`src/rtl/bus_xfer_sequencer.sv`:
```
`default_nettype none
// ============================================================================
// Module   : bus_xfer_sequencer
// Purpose  : Handshaked AR/DR/PC register-transfer sequencer for the data bus.
// Revision : 1.0  initial release
// ============================================================================
module bus_xfer_sequencer #(
  parameter int SETTLE_CYCLES = 1,
  parameter int CNT_W         = 8
) (
  input  logic             clk,
  input  logic             rst_n,
  input  logic             req,
  input  logic [1:0]       src,
  input  logic [1:0]       dst,
  input  logic             inc_src,
  output logic             busy,
  output logic             done,
  output logic             err,
  output logic [1:0]       select,
  output logic             ar_read,
  output logic             dr_read,
  output logic             pc_read,
  output logic             ar_load,
  output logic             dr_load,
  output logic             pc_load,
  output logic             ar_inc,
  output logic             dr_inc,
  output logic             pc_inc,
  output logic [CNT_W-1:0] xfer_count
);

  typedef enum logic [2:0] {
    S_IDLE  = 3'd0,
    S_DRIVE = 3'd1,
    S_LOAD  = 3'd2,
    S_INC   = 3'd3,
    S_DONE  = 3'd4,
    S_ERR   = 3'd5
  } state_t;

  localparam logic [1:0] c_sel_idle    = 2'b11;
  localparam logic [1:0] c_settle_init = 2'(SETTLE_CYCLES - 1);

  state_t           r_state;
  state_t           w_next;
  logic             r_rst_sync;
  logic [1:0]       r_src;
  logic [1:0]       r_dst;
  logic             r_inc;
  logic [1:0]       r_settle;
  logic [CNT_W-1:0] r_count;
  logic             w_invalid;
  logic [2:0]       w_src_oh;
  logic [2:0]       w_dst_oh;
  logic [2:0]       w_rd;
  logic [2:0]       w_ld;
  logic [2:0]       w_in;

  assign w_invalid = (src == 2'b11) || (dst == 2'b11) || (src == dst);
  assign w_src_oh  = 3'b001 << r_src;
  assign w_dst_oh  = 3'b001 << r_dst;

  // Reset asserts asynchronously but the FSM only starts one edge after release.
  always_ff @(posedge clk or negedge rst_n) begin
    if (!rst_n) r_rst_sync <= 1'b0;
    else        r_rst_sync <= 1'b1;
  end

  always_ff @(posedge clk or negedge rst_n) begin
    if (!rst_n)           r_state <= S_IDLE;
    else if (!r_rst_sync) r_state <= S_IDLE;
    else                  r_state <= w_next;
  end

  always_ff @(posedge clk or negedge rst_n) begin
    if (!rst_n) begin
      r_src    <= 2'b00;
      r_dst    <= 2'b00;
      r_inc    <= 1'b0;
      r_settle <= 2'b00;
      r_count  <= '0;
    end else if (r_rst_sync) begin
      if (r_state == S_IDLE && req) begin
        r_src    <= src;
        r_dst    <= dst;
        r_inc    <= inc_src;
        r_settle <= c_settle_init;
      end else if (r_state == S_DRIVE && r_settle != 2'b00) begin
        r_settle <= r_settle - 2'b01;
      end
      if (r_state == S_DONE) r_count <= r_count + 1'b1;
    end
  end

  always_comb begin
    w_next = r_state;
    busy   = 1'b0;
    done   = 1'b0;
    err    = 1'b0;
    select = c_sel_idle;
    w_rd   = 3'b000;
    w_ld   = 3'b000;
    w_in   = 3'b000;
    case (r_state)
      S_IDLE: begin
        if (req) w_next = w_invalid ? S_ERR : S_DRIVE;
      end
      S_DRIVE: begin
        busy   = 1'b1;
        select = r_src;
        w_rd   = w_src_oh;
        if (r_settle == 2'b00) w_next = S_LOAD;
      end
      S_LOAD: begin
        busy   = 1'b1;
        select = r_src;
        w_rd   = w_src_oh;
        w_ld   = w_dst_oh;
        w_next = r_inc ? S_INC : S_DONE;
      end
      S_INC: begin
        busy   = 1'b1;
        w_in   = w_src_oh;
        w_next = S_DONE;
      end
      S_DONE: begin
        busy   = 1'b1;
        done   = 1'b1;
        w_next = S_IDLE;
      end
      S_ERR: begin
        err    = 1'b1;
        w_next = S_IDLE;
      end
      default: w_next = S_IDLE;
    endcase
  end

  assign {pc_read, dr_read, ar_read} = w_rd;
  assign {pc_load, dr_load, ar_load} = w_ld;
  assign {pc_inc,  dr_inc,  ar_inc}  = w_in;
  assign xfer_count                  = r_count;

endmodule
`default_nettype wire

```
`config.mk`:
```
export PLATFORM = sky130hd
export DESIGN_NAME = bus_xfer_sequencer
export DESIGN_NICKNAME = d
export VERILOG_FILES = /design/src/rtl/bus_xfer_sequencer.sv
export SDC_FILE = /design/constraint.sdc
export NUM_CORES = 1
export LEC_CHECK = 0
export CORE_ASPECT_RATIO = 1.4
export CORE_MARGIN = 5
export CORE_UTILIZATION = 45
export CTS_CLUSTER_DIAMETER = 40
export DETAILED_ROUTE_END_ITERATION = 6
export GPL_ROUTABILITY_DRIVEN = 0
export PLACE_DENSITY = 0.78
export SLEW_MARGIN = 30
export SYNTH_ARGS = -nofsm -noshare
export SYNTH_HDL_FRONTEND = slang
export SYNTH_SLANG_ARGS = --single-unit
```
`constraint.sdc`:
```
create_clock -name clk -period 1.6 [get_ports clk]
set_input_delay 0.32 -clock clk [delete_from_list [all_inputs] [get_ports clk]]
set_output_delay 0.32 -clock clk [all_outputs]
set_load 0.01 [all_outputs]
```
==> results of run 1 <==
## power by group through the flow
stage               logic, mW  clock network (mW)  registers, mW
floorplan               0.475                   0          0.750
global placement        0.933                   0          0.742
detailed placement      0.976                   0          0.754
CTS                      1.04               0.251          0.757
global route             1.27               0.278          0.789
finish                   1.15               0.248          0.763
## kinds of logic (layout without fill, tap and decap cells)
kind of cell,Yosys count,in the layout
AOI/OAI and AO/OA,9,9
xor gates and xnor gates,10,10
adders and majority gates,2,2
buffers and inverters,7,56
DFF,19,19
muxes,6,6
other,1,1
and+or+nand+nor,39,39
## worst reg2reg max path: stages, from the launching register on
cell and delay (ps):
dfrtp_1 430, buf_6 150, buf_6 110, nand2b_4 140, or4b_1 500, o21ai_1 140
## stage by stage
step           setup slack, ps  hold slack [ps]  utilization [%]
6_report                  -177              328             75.6
5_1_grt                   -307              345             75.6
4_1_cts                   -213              332             71.1
3_5_place_dp              -270              471             67.5
3_3_place_gp              -200              460             67.5
2_1_floorplan            -3.93             24.4                -
## sequential cells by signal (all words and copies together), names as in the netlist
register and flops:
r_rst_sync 1, r_src 2, r_state 3, r_settle 2, xfer_count 8, r_inc 1, r_dst 2
## how the worst max path moves through the flow
stage                         end  slack [ps]  depth (start not counted)
after floorplan           pc_load          -4                          3
after global placement    pc_load        -200                          3
after detailed placement  pc_load        -270                          3
after CTS                 ar_read        -210                          4
after global routing       ar_inc        -310                          4
final                     ar_read        -180                          4
## final cells by class
class | count | area [um2]
sequential | 19 | 475
fill | 148 | 488
clock buffer | 3 | 22.5
inverter | 4 | 15.0
multi-input combinational | 67 | 548
clock inverter | 1 | 5.00
tap | 21 | 26.3
timing repair buffer | 48 | 417
## routing by layer
metal  track usage [%]  share of wire (%)
met1              16.6                 35
met2              32.7                 58
met3              3.90                4.9
met4              9.43                2.7
met5                 0                  0
## timing repair
item                       4_1_cts  5_1_grt
pin swaps                        5        5
setup endpoints to repair       21       29
resized for setup               71       14
buffers inserted                 5        5
## cell usage in the layout (no fill, tap or decap), drive strengths merged, types with 2 or more instances in the layout
master and count:
clkdlybuf4s50 9, nand2b 3, dfrtp 19, nor4 3, xnor2 9, dlymetal6s2s 4
o21ai 4, nor2 8, nor4b 2, nand2 8, clkbuf 3, ha 2
nand3b 2, and3 2, buf 29, inv 4, a21oi 3, nand4 3
clkdlybuf4s15 4, dlygate4sd2 2, mux2 6
==> metrics, run 1 <==
WP buf/inv 1; Hold Crit Class in2async; Layout Cells excl Fill 163; global route overflow 0; Distinct cells, synth 29; All-Layer GR Usage 17.2%; Net Sw Power 0.815 mW; Primary FF master, synth dfrtp_1; Reg-to-Reg End r_settle[1]$_DFFE_PN0P_; Period minus WS final roughly 1800 ps; Routed WL between 2000 and 2500 um; # hold bufs at CTS 0; largest family of logic cells by synthesized area simple AND/OR/NAND/NOR gates; Post-Synth Simple-Gate Area 23.2%; Seq pwr share about a third; Worst path top cell family by delay flip-flops; HPWL after DPL 1790 um; FMAX 0.563 GHz; fin nets around 150; DR pass1 iterations 4; worst-case vdd ir drop between 1 and 1.5 mV; Power Total 2.16 mW; area grow syn2layout 56.4%; Final Max Slew Viols 0; most frequent cell after synthesis dfrtp_1; Leak 0.744 nW; Synth Area in XOR/XNOR 9.08%; TritonCTS clock tree built; DR vias 872; DRC viols 0; slowest stage delay, CP 440 ps; drt initial violations 19; asr flop ratio synth 100%; Post-synth EDFFs 0; Worst Path Arrival 1460 ps; Synth area leaders dfrtp_1 49%, xnor2_1 8.2%, mux2_2 7.0%; Final Skew ~3.5 ps; failing checks negative setup slack; clock buffer depth 2; post-synthesis compound-gate area fraction 5.32%; area of the core 2000 um2; flop-to-flop setup slack 60 ps; most frequent cells after synthesis 19 x dfrtp_1, 9 x xnor2_1, 8 x nand2_1, 8 x nor2_1, 6 x mux2_2; syn_nets between 100 and 150; Setup TNS -1390 ps; root buf cell clkbuf_4; worst skew pair latency 300 ps; H-tree Lvls 1; largest net degree at the start of global routing 20; share of post-route cells with drive strength above 1 roughly 42%; synth warn 0; Critical-path top delay cell dfrtp_1; mapped cell area 965 um2; syn_area_per_cell roughly 10 um2; final worst setup slack -177 ps; worst r2r src r_state[2]$_DFFE_PN0P_; Clock power frac 11.5%; CTS sink cnt 19; RSZ-0062 raised after global routing true; Synth Instances 93; worst path cell trace xnor2_2 > or3_4 > nor2_1 > buf_2; diode count 0; Post-Layout Inst Area 1510 um2; vias per cell 5.35; first-pass GRT wire length 4360 um; reg2reg path depth 5; switching part of the total power 37.7%; IO Port Bufs 29; Seq cells post-synth 19; wire per inst 15.0 um; Finish-stage setup viols 13; Die Span X 49.1 um; Synth Area in Adders under 10%; max cap viols 0; sequential share of the synthesized area 49.3%; status finished with violations; Worst Path Max Fanout 3; DIE HEIGHT 64.8 um; Post-DRT Antenna Nets 0; PwrDens 1430 nW/um2; area share of the largest cell type after synthesis 49.3%; die area between 3000 and 4000 um2; crit share post-route 111%; multiplexer share of the synthesized area 7.00%; crit path kind reg2out; critical path startpoint r_state[0]$_DFFE_PN0P_; Cell Area, Placed roughly 1300 um2; clock-pin slew on the worst setup and hold paths 110 ps; CP Launch Type register; CP endpoint kind primary output; DP Cell Count 150; num ports 30; largest area contributor in the synthesized netlist dfrtp_1; endpoints failing hold 0; Initial Util 48.3%; Req. time, crit path approximately 1300 ps; CTS Buf Count 3; vias in the first global route between 900 and 1000; initial antenna violation count 0; Internal Power between 1 and 1.5 mW; Logic pwr share a little over half; Row Count 19
No activity file was read; power rests on OpenSTA's default activity.
==> run 2: changes to the inputs <==
Settings changed: CAP_MARGIN set to 20.
==> results of run 2 <==
The final DEF is identical to that of run 1; final timing and power are the same.
